==> src/rtl/instr_adder_ring_meter.sv <==
// instr_adder_ring_meter
// Measures the frequency of the instrumented adder's ring/chain output. A run
// turns the ring oscillator on for a programmable window of wb_clk_i cycles,
// counts rising edges of the synchronised ring signal and latches the result.
//
// Ports:
//   wb_clk_i     system clock
//   wb_rst_i     synchronous, active-high reset
//   start        request a run; sampled only when idle
//   gate_cycles  window length in wb_clk_i cycles, captured at start
//   ring_in      asynchronous ring/chain output from the adder
//   ring_en      enables the ring oscillator in the adder
//   busy         high from accepted start until the cycle after done
//   done         one-cycle pulse when count/overflow are updated
//   count        last latched edge count
//   overflow     last run saturated the edge counter
//
// Optional feature (macro INSTR_METER_MAX_EN):
//   max_clr      clears max_count; wins over a simultaneous update
//   max_count    largest count latched since reset or last clear

module instr_adder_ring_meter #(
    parameter int unsigned CNT_W       = 24,
    parameter int unsigned GATE_W      = 16,
    parameter int unsigned SYNC_STAGES = 2
) (
    input  logic              wb_clk_i,
    input  logic              wb_rst_i,
    input  logic              start,
    input  logic [GATE_W-1:0] gate_cycles,
    input  logic              ring_in,
    output logic              ring_en,
    output logic              busy,
    output logic              done,
    output logic [CNT_W-1:0]  count,
    output logic              overflow
`ifdef INSTR_METER_MAX_EN
    ,
    input  logic              max_clr,
    output logic [CNT_W-1:0]  max_count
`endif
);

    localparam int unsigned ArmW = $clog2(SYNC_STAGES + 1) + 1;

    localparam logic [1:0] StIdle  = 2'd0;
    localparam logic [1:0] StArm   = 2'd1;
    localparam logic [1:0] StCount = 2'd2;
    localparam logic [1:0] StLatch = 2'd3;

    logic [1:0]             state_q, state_d;
    logic [GATE_W-1:0]      gate_q, gate_d;
    logic [GATE_W-1:0]      timer_q, timer_d;
    logic [ArmW-1:0]        arm_q, arm_d;
    logic [CNT_W-1:0]       live_q, live_d;
    logic                   ovf_live_q, ovf_live_d;
    logic                   ring_en_q, ring_en_d;
    logic                   busy_q, busy_d;
    logic                   done_q, done_d;
    logic [CNT_W-1:0]       count_q, count_d;
    logic                   overflow_q, overflow_d;
    logic [SYNC_STAGES-1:0] sync_q;
    logic                   prev_q;
    logic                   rise;
`ifdef INSTR_METER_MAX_EN
    logic [CNT_W-1:0]       max_q, max_d;
`endif

    assign rise = sync_q[SYNC_STAGES-1] & ~prev_q;

    always_comb begin
        state_d    = state_q;
        gate_d     = gate_q;
        timer_d    = timer_q;
        arm_d      = arm_q;
        live_d     = live_q;
        ovf_live_d = ovf_live_q;
        ring_en_d  = ring_en_q;
        busy_d     = busy_q;
        done_d     = 1'b0;
        count_d    = count_q;
        overflow_d = overflow_q;
`ifdef INSTR_METER_MAX_EN
        max_d      = max_q;
`endif

        // busy drops one cycle after the done pulse
        if (done_q) begin
            busy_d = 1'b0;
        end

        case (state_q)
            StIdle: begin
                // The done cycle is already IDLE but must not accept a start.
                if (start && !done_q) begin
                    gate_d     = gate_cycles;
                    busy_d     = 1'b1;
                    ring_en_d  = 1'b1;
                    live_d     = '0;
                    ovf_live_d = 1'b0;
                    arm_d      = '0;
                    state_d    = StArm;
                end
            end
            StArm: begin
                // SYNC_STAGES+1 cycles so the synchroniser holds live ring data.
                if (arm_q == ArmW'(SYNC_STAGES)) begin
                    if (gate_q == '0) begin
                        ring_en_d = 1'b0;
                        state_d   = StLatch;
                    end else begin
                        timer_d = gate_q;
                        state_d = StCount;
                    end
                end else begin
                    arm_d = arm_q + 1'b1;
                end
            end
            StCount: begin
                if (rise) begin
                    if (live_q == {CNT_W{1'b1}}) begin
                        ovf_live_d = 1'b1;
                    end else begin
                        live_d = live_q + 1'b1;
                    end
                end
                if (timer_q == GATE_W'(1)) begin
                    ring_en_d = 1'b0;
                    state_d   = StLatch;
                end else begin
                    timer_d = timer_q - 1'b1;
                end
            end
            StLatch: begin
                count_d    = live_q;
                overflow_d = ovf_live_q;
                done_d     = 1'b1;
                state_d    = StIdle;
`ifdef INSTR_METER_MAX_EN
                if (live_q > max_q) begin
                    max_d = live_q;
                end
`endif
            end
            default: begin
                state_d = StIdle;
            end
        endcase

`ifdef INSTR_METER_MAX_EN
        if (max_clr) begin
            max_d = '0;
        end
`endif
    end

    always_ff @(posedge wb_clk_i) begin
        if (wb_rst_i) begin
            state_q    <= StIdle;
            gate_q     <= '0;
            timer_q    <= '0;
            arm_q      <= '0;
            live_q     <= '0;
            ovf_live_q <= 1'b0;
            ring_en_q  <= 1'b0;
            busy_q     <= 1'b0;
            done_q     <= 1'b0;
            count_q    <= '0;
            overflow_q <= 1'b0;
            sync_q     <= '0;
            prev_q     <= 1'b0;
`ifdef INSTR_METER_MAX_EN
            max_q      <= '0;
`endif
        end else begin
            state_q    <= state_d;
            gate_q     <= gate_d;
            timer_q    <= timer_d;
            arm_q      <= arm_d;
            live_q     <= live_d;
            ovf_live_q <= ovf_live_d;
            ring_en_q  <= ring_en_d;
            busy_q     <= busy_d;
            done_q     <= done_d;
            count_q    <= count_d;
            overflow_q <= overflow_d;
            sync_q     <= {sync_q[SYNC_STAGES-2:0], ring_in};
            prev_q     <= sync_q[SYNC_STAGES-1];
`ifdef INSTR_METER_MAX_EN
            max_q      <= max_d;
`endif
        end
    end

    assign ring_en  = ring_en_q;
    assign busy     = busy_q;
    assign done     = done_q;
    assign count    = count_q;
    assign overflow = overflow_q;
`ifdef INSTR_METER_MAX_EN
    assign max_count = max_q;
`endif

endmodule

==> config.mk <==
export PLATFORM = sky130hd
export DESIGN_NAME = instr_adder_ring_meter
export DESIGN_NICKNAME = d
export VERILOG_FILES = /design/src/rtl/instr_adder_ring_meter.sv
export SDC_FILE = /design/constraint.sdc
export NUM_CORES = 1
export LEC_CHECK = 0
export BUFFER_PORTS_ARGS = -buffer_cell sky130_fd_sc_hd__buf_4
export CAP_MARGIN = 40
export CORE_MARGIN = 5
export CORE_UTILIZATION = 55
export CTS_CLUSTER_DIAMETER = 120
export CTS_CLUSTER_SIZE = 10
export DETAILED_ROUTE_END_ITERATION = 8
export GPL_ROUTABILITY_DRIVEN = 0
export GPL_TIMING_DRIVEN = 0
export PLACE_DENSITY = 0.79
export SLEW_MARGIN = 25
export SYNTH_ARGS = -nofsm -noshare
export SYNTH_HDL_FRONTEND = slang
export SYNTH_SLANG_ARGS = --single-unit
==> constraint.sdc <==
create_clock -name wb_clk_i -period 6.86 [get_ports wb_clk_i]
set_clock_uncertainty 0.2 [all_clocks]
set_input_delay 1.029 -clock wb_clk_i [delete_from_list [all_inputs] [get_ports wb_clk_i]]
set_output_delay 1.029 -clock wb_clk_i [all_outputs]
set_load 0.01 [all_outputs]
==> summary.md, run 1 <==
| Metric | Value |
|---|---|
| Antenna cells | 0 |
| Cell area after synthesis | 4373 µm² |
| Cells after synthesis | 508 |
| Max-slew headroom | 50.03% |
| Final setup fails | 0 |
| Largest net degree at the start of global routing | 17 |
| Adder-cell share of the synthesized area | 2.575% |
| GRT overflow | 0 |
| Hold-critical path depth | 1 |
| Fin Setup TNS | 0 ns |
| Max-Cap Viols | 0 |
| Asr flop ratio synth | 0% |
| Slew Viols, Final | 0 |
| I/O Buffers | 46 |
| Slew @ Worst Pin | 0.7495 ns |
| Max stage delay on crit path | 0.46 ns |
| Avg Cell Area, Syn | 8.608 µm² |
| Worst skew pair latency | 0.36 ns |
| Detailed-route DRC error count | 0 |
| Hold Path Sink | sync_q[1] |
| Crit path kind | register to register |
| Total CTS buffers | 9 |
| Number of synthesized flops with an enable pin | 0 |
| Leakage power | 1.792 nW |
| CTS Hold Bufs | 0 |
| CP Cell Sequence | inv_1 > ha_1 > buf_2 > nand3b_1 > a221oi_2 > o2111ai_1 > or3_1 > a21oi_1 |
| Share of the yosys chip area belonging to registers | 42.58% |
| YS warnings | 0 |
| Clock transition at path regs | 0.09 ns |
| Post-Synth Simple-Gate Area | 24.46% |
| Total GRT Usage | 21.74% |
| Yosys cell types | 67 |
| Reg2reg start | state_q[0] |
| Fmax | 355.4 MHz |
| I/O pins | 48 |
| DIE AREA | 9834 µm² |
| Die height | 99.17 µm |
| Post-layout minimum cycle time | 2.814 ns |
| Worst path slowest cell | a221oi_2 |
| Yosys top cell area share | 42.58% |
| XOR/XNOR share of the synthesized area | 1.202% |
| Initial drt markers | 295 |
| Hold Crit Class | register to register |
| Synth-to-Final Area Change | 15.77% |
| Post_cts resized | 0 |
| Fin crit share | 41.01% |
| Mux contribution to synthesized area | 6.953% |
| Worst reg2reg path endpoint | live_q[23] |
| Vias in the first global route | 3669 |
| Initial antenna violation count | 0 |
| Peak supply drop | 0.1279 mV |
| # H-tree levels | 3 |
| Critical-path maximum fanout | 10 |
| First-pass DRT Iterations | 5 |
| Wirelength, routed | 10620 µm |
| HPWL Detailed | 7877 µm |
| FF-to-FF path depth | 8 |
| Final core utilization | 65.51% |
| CTS tree | yes |
| Critical Path AT | 2.91 ns |
| Status | finished clean |
| RSZ-0062 raised after global routing | no |
| Flop2flop setup slack | 4.05 ns |
| Starting density of the core | 56.59% |
| Clock root buffer | clkbuf_8 |
| Final ANT Viol Nets | 0 |
| Fin nets | 594 |
| Via count | 3949 |
| Core area | 7727 µm² |
| Design Area, Final | 5062 µm² |
| Fraction of layout instances using a drive strength above 1 | 15.96% |
| First-pass GRT wire length | 17510 µm |
| Worst EP required | 6.96 ns |
| Worst Setup End Kind | register |
| Chip width | 99.17 µm |
| Final Hold Fails | 0 |
| Synth Flop Type | dfxtp_1 |
| Pwr dens | 306.9 nW/µm² |
| Synth Area in Compound Gates | 18.03% |
| Synthesized flop and latch total | 93 |
| Site Rows | 32 |
| DR WL/cell | 15.80 µm |
| Total clock sinks | 93 |
| Cell Area, Placed | 4856 µm² |
| Post-CTS Setup Inserts | 0 |
| Via-to-Cell Ratio | 5.876 |
| Area leader, netlist | dfxtp_1 |
| Syn Nets | 537 |
| Largest family of logic cells by synthesized area | simple AND/OR/NAND/NOR gates |
| Min-delay src | sync_q[0] |
| Main area contributors after synthesis | dfxtp_1 (43%), mux2i_1 (6.2%), nand2_1 (5.6%) |
| Tot Pwr | 0.001554 W |
| Startpoint Class | register |
| Maximum clock path buffer count | 2 |
## routing by layer
metal / vias to the layer above / share of wire (%) / track usage (%) / wire [µm]
li1: 1955 / - / - / -
met5: - / 0 / 0 / 0
met2: 109 / 47 / 35.12 / 5002
met4: 0 / 2.0 / 6.092 / 208
met3: 24 / 5.4 / 4.628 / 570
met1: 1861 / 46 / 29.49 / 4835
## flip-flops by register name, summed over array words and instances, names as in the netlist
register	cells
count	24
done	1
timer_q	16
overflow	1
arm_q	3
ovf_live_q	1
busy	1
state_q	2
sync_q	2
gate_q	16
ring_en	1
prev_q	1
live_q	24
## power breakdown
| part | internal, W | switching [W] | total (W) | leakage [nW] |
|---|---|---|---|---|
| sequential | 0.000584 | 0.0000457 | 0.000629 | 0.753 |
| combinational | 0.000202 | 0.000344 | 0.000546 | 0.936 |
| clock | 0.000181 | 0.000197 | 0.000378 | 0.103 |
| total | 0.000967 | 0.000587 | 0.00155 | 1.79 |
## layout by cell type (no fill, tap or decap), types with 3 or more instances in the layout
| cell type | synthesis | layout |
|---|---|---|
| dfxtp_1 | 93 | 93 |
| nand2_1 | 65 | 65 |
| nor2_1 | 47 | 47 |
| buf_4 | 1 | 47 |
| a21oi_1 | 43 | 43 |
| mux2i_1 | 27 | 27 |
| clkbuf_1 | 20 | 20 |
| or3_1 | 17 | 17 |
| inv_1 | 14 | 14 |
| o21ai_0 | 14 | 14 |
| nand4_1 | 10 | 10 |
| clkbuf_8 | 0 | 10 |
| ha_1 | 9 | 9 |
| nand3_1 | 8 | 8 |
| a32oi_1 | 8 | 8 |
| a31oi_1 | 8 | 8 |
| nand2b_1 | 7 | 7 |
| nor3_1 | 8 | 7 |
| nor2b_1 | 6 | 6 |
| buf_2 | 6 | 6 |
| or4_1 | 6 | 6 |
| o211ai_1 | 6 | 6 |
| nor4_1 | 5 | 5 |
| and4_1 | 5 | 5 |
| o21ai_1 | 5 | 5 |
| and3_1 | 4 | 4 |
| o31ai_1 | 4 | 4 |
| or4b_1 | 3 | 3 |
| nand3b_1 | 3 | 3 |
| xnor2_1 | 3 | 3 |
| and2_1 | 3 | 3 |
| xor2_1 | 3 | 3 |
| o21a_1 | 3 | 3 |
| nor3_2 | 2 | 3 |
| mux2_2 | 3 | 3 |
## synthesized netlist by cell type (all sizes together) (10+ instances only)
cell / n
a21oi: 44
buf: 10
clkbuf: 20
dfxtp: 93
inv: 14
mux2i: 27
nand2: 65
nand4: 10
nor2: 47
nor3: 10
o21ai: 20
or3: 18
## worst max-delay path by stage
stage                from          to  slack, ns  cells past startpoint
5_1_grt        state_q[0]  live_q[17]       3.84                      8
4_1_cts        state_q[0]  live_q[23]       4.12                      8
2_1_floorplan       start  live_q[22]       4.20                      6
3_5_place_dp        start  live_q[23]       3.86                      6
3_3_place_gp        start  live_q[23]       3.91                      6
6_report       state_q[0]  live_q[23]       4.05                      8
## metrics by stage
stage                     hold WS (ns)  std cells  setup WS (ns)
after global placement          0.2198        656          3.909
after CTS                       0.2453        672          4.120
final                           0.2425        672          4.046
after floorplan                 0.2138        508          4.201
after detailed placement        0.2247        656          3.856
after global routing            0.2738        672          3.841
## layout make-up
cell class	count	area [µm²]
Buffer	30	131.4
Clock buffer	10	137.6
Clock inverter	6	68.82
Fill cell	661	2665
Inverter	14	52.55
Multi-Input combinational cell	371	2337
Sequential cell	93	1862
Tap cell	102	127.6
Timing Repair Buffer	46	345.3
## critical path, delay by kind of cell, from the launching register on
family          cells  cell delay, ns
fa+ha+maj           1            0.22
compound gates      3            1.02
flops               1            0.34
buf+inv             2            0.39
simple gates        2            0.57
## cells by family (layout without fill, tap and decap cells)
group / Yosys count / after routing
adder cells (fa/ha/maj): 9 / 9
AO/OA/AOI/OAI: 118 / 118
flip-flops: 93 / 93
multiplexers: 30 / 30
AND/OR/NAND/NOR: 208 / 208
buffers and inverters: 44 / 106
XOR/XNOR: 6 / 6
No activity file was read; power rests on OpenSTA's default activity.
==> run 2, diff against run 1 <==
- ABC_AREA: unset -> 1
- PLACE_DENSITY: 0.79 -> 0.78
- clock period: 6.86 -> 2.75 ns (I/O delays scaled with it)
==> run 2 against run 1 <==
  * Worst hold slack worse by 0.19 ns
  * Worst setup slack worse by 3.8 ns
  * Via count up 17%
  * Sequential share of layout area down 1.8 points
  * Power rose to 3.0 times the previous value
  * Sequential power rose to 2.8 times the previous value
  * Final cell count up 28%
  * Critical endpoint is now live_q[4]
  * Largest cell class unchanged
  * Largest power group is now combinational cells
==> summary.md, run 2 <==
| Metric | Value |
|---|---|
| Synth Flop Type | dfxtp_1 |
| Final setup fails | 0 |
| Comb pwr share | 39.7% |
| Worst skew pair latency | 0.36 ns |
| Via count | 4613 |
| Hold-critical path depth | 3 |
| Avg Cell Area, Syn | 6.645 µm² |
| FF-to-FF path depth | 8 |
| Via-to-Cell Ratio | 5.352 |
| Wirelength, routed | 11890 µm |
| Synth-to-Final Area Change | 15.41% |
| Main area contributors after synthesis | dfxtp_1 (40%), nor2_1 (12%), nand2_1 (11%) |
| Critical Path AT | 2.61 ns |
| Fraction of layout instances using a drive strength above 1 | 11.23% |
| DR WL/cell | 13.79 µm |
| Yosys cell types | 34 |
| Leakage power | 2.282 nW |
| Site Rows | 33 |
| CTS tree | yes |
| Synthesized flop and latch total | 93 |
| Crit path kind | register to register |
| Detailed-route DRC error count | 0 |
| Cells after synthesis | 694 |
| Slew Viols, Final | 0 |
| Total CTS buffers | 9 |
| Max-slew headroom | 56.72% |
| Metal3 WL | 691 µm |
| Final hold slack | 0.04989 ns |
| I/O Buffers | 47 |
| Asr flop ratio synth | 0% |
| Share of the yosys chip area belonging to registers | 40.37% |
| Sw frac | 40.70% |
| Fillers | 735 |
| Commonest non-fill, non-tap cells in the layout | nor2_1 (148), nand2_1 (140), dfxtp_1 (93) |
| DRT met1 WL | 4884 µm |
| GRT overflow | 0 |
| P_int | 0.002740 W |
| HPWL Detailed | 8809 µm |
| Yosys top cell area share | 40.37% |
| Highest routed metal layer | met4 |
| Count leader, synth | nor2_1 |
| Die height | 101.6 µm |
| Clock transition at path regs | 0.09 ns |
| First-pass GRT wire length | 19570 µm |
| Syn Nets | 723 |
| Fin crit share | 91.33% |
| Worst EP required | 2.85 ns |
| Metal2 WL | 6034 µm |
| Clock power frac | 22.5% |
| Core area | 8175 µm² |
| Initial antenna violation count | 0 |
| Starting density of the core | 56.41% |
| Hold Crit Class | primary input to register |
| Maximum clock path buffer count | 2 |
| Post-layout minimum cycle time | 2.512 ns |
| Peak supply drop | 0.4160 mV |
| Chip width | 101.6 µm |
| Startpoint Class | register |
| Pwr dens | 868.0 nW/µm² |
| Status | finished clean |
| DIE AREA | 10320 µm² |
| Slew @ Worst Pin | 0.6492 ns |
| I/O pins | 48 |
| Total clock sinks | 93 |
| Max-Cap Viols | 0 |
| Reg power frac | 37.9% |
| Clock root buffer | clkbuf_8 |
| Fmax | 398.1 MHz |
| First-pass DRT Iterations | 5 |
| Cell area after synthesis | 4612 µm² |
| Post-CTS Setup Inserts | 0 |
| Worst Setup End Kind | register |
| Fin Setup TNS | 0 ns |
| Total GRT Usage | 23.76% |
| YS warnings | 0 |
| Vias in the first global route | 4360 |
| Final Hold Fails | 0 |
| Area leader, netlist | dfxtp_1 |
| Number of synthesized flops with an enable pin | 0 |
| Final core utilization | 65.11% |
| Initial drt markers | 273 |
| Critical-path maximum fanout | 10 |
| Antenna cells | 0 |
| Largest net degree at the start of global routing | 16 |
| Fin nets | 781 |
| RSZ-0062 raised after global routing | no |
| Post-synth top cells | nor2_1 (149), nand2_1 (140), dfxtp_1 (93), o21ai_0 (75), inv_1 (63) |
| Psw | 0.001880 W |
| Most common cell after layout, fill and taps aside | nor2_1 |
| # H-tree levels | 3 |
| Final ANT Viol Nets | 0 |
run 2: area by class of cell:
type                       instances  area (µm²)  area share (%)
multi-input combinational        508        2384           44.78
sequential                        93        1862           34.98
timing repair buffer              47       352.8           6.629
inverter                          67       254.0           4.772
clock buffer                      11       141.4           2.656
tap                              105       131.4           2.468
buffer                            26       115.1           2.163
clock inverter                     5       82.58           1.551
run 2: metrics by stage:
step	total power [W]	area [µm²]	std cells	setup WS, ns
2_1_floorplan	0.003037	4612	694	0.8439
3_3_place_gp	0.003541	5096	846	0.1028
3_5_place_dp	0.003585	5096	846	0.02065
4_1_cts	0.004620	5320	862	0.01525
5_1_grt	0.004964	5323	862	0.06994
6_report	0.004620	5323	862	0.2383
run 2: layer usage:
metal	up-vias	GRT usage (%)
met3	30	4.821
li1	2341	-
met2	155	42.05
met1	2087	27.88
met4	0	9.816
met5	-	0
run 2: final timing paths:
check,startpoint,to,slack [ns]
setup reg to reg,state_q[0],live_q[4],0.24
setup / recovery,state_q[0],live_q[4],0.24
hold reg to reg,sync_q[0],sync_q[1],0.21
hold / removal,ring_in,sync_q[0],0.05
run 2: repair_timing:
item | 4_1_cts | 5_1_grt
gates resized for setup | 0 | 1
hold buffers | 0 | 0
setup endpoints to repair | 0 | 17
run 2: power by group through the flow:
stage	registers [W]	logic, W	clock network, W
after global routing	0.00178	0.00206	0.00112
after floorplan	0.00176	0.00127	0
final	0.00175	0.00183	0.00104
after global placement	0.00177	0.00177	0
after detailed placement	0.00178	0.00181	0
after CTS	0.00175	0.00182	0.00105
run 2: logic make-up (layout without fill, tap and decap cells):
group	Yosys count	count (layout)	synth area share, %
xor gates and xnor gates	6	6	1.139
adders and majority gates	9	9	2.442
and+or+nand+nor	358	358	32.99
AOI/OAI and AO/OA	135	135	15.06
DFF	93	93	40.37
buffers and inverters	93	156	8.003
run 2: worst max-delay path, stage by stage, from the launching register on:
cell,delay [ns]
dfxtp_1,0.36
inv_1,0.11
ha_1,0.32
inv_1,0.09
clkbuf_1,0.25
a21oi_1,0.60
buf_2,0.35
nand2_1,0.08
nor2_1,0.09
==> run 3, diff against run 2 <==
- CORE_MARGIN: 5 -> 1
- SETUP_SLACK_MARGIN: unset -> 0.05
==> run 3 against run 2 <==
  * Critical path type unchanged
  * Largest cell class unchanged
  * Flip-flop and latch count unchanged
  * Maximum frequency decreased by 0.74%
  * Largest power group unchanged
  * Register-to-register slack got worse by 0.02 ns
==> summary.md, run 3 (synthesis gave the netlist of run 2 again) <==
| Metric | Value |
|---|---|
| RSZ-0062 raised after global routing | no |
| Via-to-Cell Ratio | 5.326 |
| Fin crit share | 92.02% |
| Worst Setup End Kind | register |
| FF-to-FF path depth | 11 |
| DR WL/cell | 13.84 µm |
| First-pass GRT wire length | 19730 µm |
| Initial antenna violation count | 0 |
| Total GRT Usage | 29.04% |
| GRT overflow | 0 |
| Most common cell after layout, fill and taps aside | nor2_1 |
| GR Util met1 | 32.84% |
| Cell Area, Placed | 5096 µm² |
| Hold Path Sink | sync_q[0] |
| Peak supply drop | 0.3862 mV |
| Design Area, Final | 5288 µm² |
| Core area | 8175 µm² |
| CP Cell Sequence | inv_1 > ha_1 > inv_1 > clkbuf_1 > nand2_1 > nand2_1 > nor2_1 > clkbuf_1 > nand2_1 > nor2_1 > nor2_1 |
| Flop2flop setup slack | 0.22 ns |
| Largest net degree at the start of global routing | 16 |
| Max stage delay on crit path | 0.41 ns |
| Via count | 4591 |
| # H-tree levels | 3 |
| Most Used Layer, Global Route | met2 |
| Total CTS buffers | 9 |
| Hold Crit Class | primary input to register |
| Fraction of layout instances using a drive strength above 1 | 11.36% |
| Worst EP required | 2.82 ns |
| Final Hold Fails | 0 |
| Total clock sinks | 93 |
| Critical Path AT | 2.60 ns |
| Worst reg2reg path endpoint | timer_q[8] |
| Reg2reg start | state_q[0] |
| Antenna cells | 0 |
| CTS Hold Bufs | 0 |
| I/O Buffers | 47 |
| Chip width | 93.57 µm |
| Maximum clock path buffer count | 2 |
| Startpoint Class | register |
| Final ANT Viol Nets | 0 |
| Crit path kind | register to register |
| Fin Setup TNS | 0 ns |
| Min-delay src | ring_in |
| Worst skew pair latency | 0.38 ns |
| Final setup fails | 0 |
| Wirelength, routed | 11930 µm |
| CTS tree | yes |
| Pwr dens | 846.2 nW/µm² |
| Leakage power | 2.258 nW |
| First-pass DRT Iterations | 5 |
| Starting density of the core | 56.41% |
| Critical-path maximum fanout | 10 |
| Slew @ Worst Pin | 0.6169 ns |
| Clock root buffer | clkbuf_8 |
| Met3 global-route usage | 4.472% |
| Fin nets | 781 |
| Max-slew headroom | 58.87% |
| Fmax | 395.2 MHz |
| Clock transition at path regs | 0.09 ns |
| Site Rows | 33 |
| Commonest non-fill, non-tap cells in the layout | nor2_1 (149), nand2_1 (140), dfxtp_1 (93) |
| Bufs and invs on worst path | 4 |
| Met2 usage | 52.51% |
| I/O pins | 48 |
| Detailed-route DRC error count | 0 |
| Slew Viols, Final | 0 |
| Largest delay share family, worst path | buffers and inverters |
| Max-Cap Viols | 0 |
| Synth-to-Final Area Change | 14.65% |
| Post-layout minimum cycle time | 2.531 ns |
| Initial drt markers | 242 |
| DIE AREA | 8755 µm² |
| HPWL Detailed | 8782 µm |
| Status | finished clean |
| Hold-critical path depth | 3 |
| Vias in the first global route | 4415 |
| Worst path slowest cell | clkbuf_1 |
| Post-CTS Setup Inserts | 0 |
| Die height | 93.57 µm |
==> run 3: what timing repair did <==
item,4_1_cts,5_1_grt
resized for setup,0,2
endpoints found under the hold margin,0,0
setup endpoints to repair,0,3
==> run 3: worst register-to-register path: cells and delay by family, from the launching register on <==
kind          cells  cell delay [ns]
buf+inv           4             0.88
simple gates      6             0.70
flops             1             0.36
fa+ha+maj         1             0.30
==> run 3: per-stage QoR <==
stage / total power (W) / utilization [%] / setup WS, ns / hold WS (ns) / instances
floorplan: 0.003037 / - / 0.8439 / 0.1883 / 694
global placement: 0.003538 / 62.34 / 0.2219 / 0.1942 / 846
detailed placement: 0.003588 / 62.34 / 0.1823 / 0.2014 / 846
CTS: 0.004446 / 64.63 / 0.1878 / 0.04155 / 862
global route: 0.004783 / 64.68 / 0.05495 / 0.05262 / 862
finish: 0.004474 / 64.68 / 0.2195 / 0.04054 / 862
==> run 3: worst max path at each step <==
stage                     depth (start not counted)        from    endpoint  slack, ns
final                                            11  state_q[0]  timer_q[8]       0.22
after global routing                              8  state_q[0]  timer_q[1]       0.05
after CTS                                         8  state_q[1]  gate_q[14]       0.19
after detailed placement                          8  state_q[1]  gate_q[14]       0.18
after global placement                            8  state_q[1]  gate_q[12]       0.22
after floorplan                                  10  state_q[0]  timer_q[6]       0.84
==> run 3: power by group <==
| group | internal (W) | switching [W] | leakage (nW) | total (W) |
|---|---|---|---|---|
| clock | 0.000382 | 0.000497 | 0.0888 | 0.000879 |
| combinational | 0.000621 | 0.00123 | 1.41 | 0.00185 |
| sequential | 0.00158 | 0.000173 | 0.758 | 0.00175 |
==> run 3: metal layers <==
metal	vias to the layer above	part of all wire [%]
li1	2340	-
met1	2101	41
met2	116	50
met3	34	5.1
met4	0	3.8
met5	-	0
==> run 3: area by class of cell <==
type / instances / area [µm²]
tap: 105 / 131.4
buffer: 26 / 115.1
clock buffer: 12 / 155.1
inverter: 67 / 254.0
timing repair buffer: 47 / 352.8
fill: 749 / 2888
clock inverter: 4 / 32.53
sequential: 93 / 1862
multi-input combinational: 508 / 2385
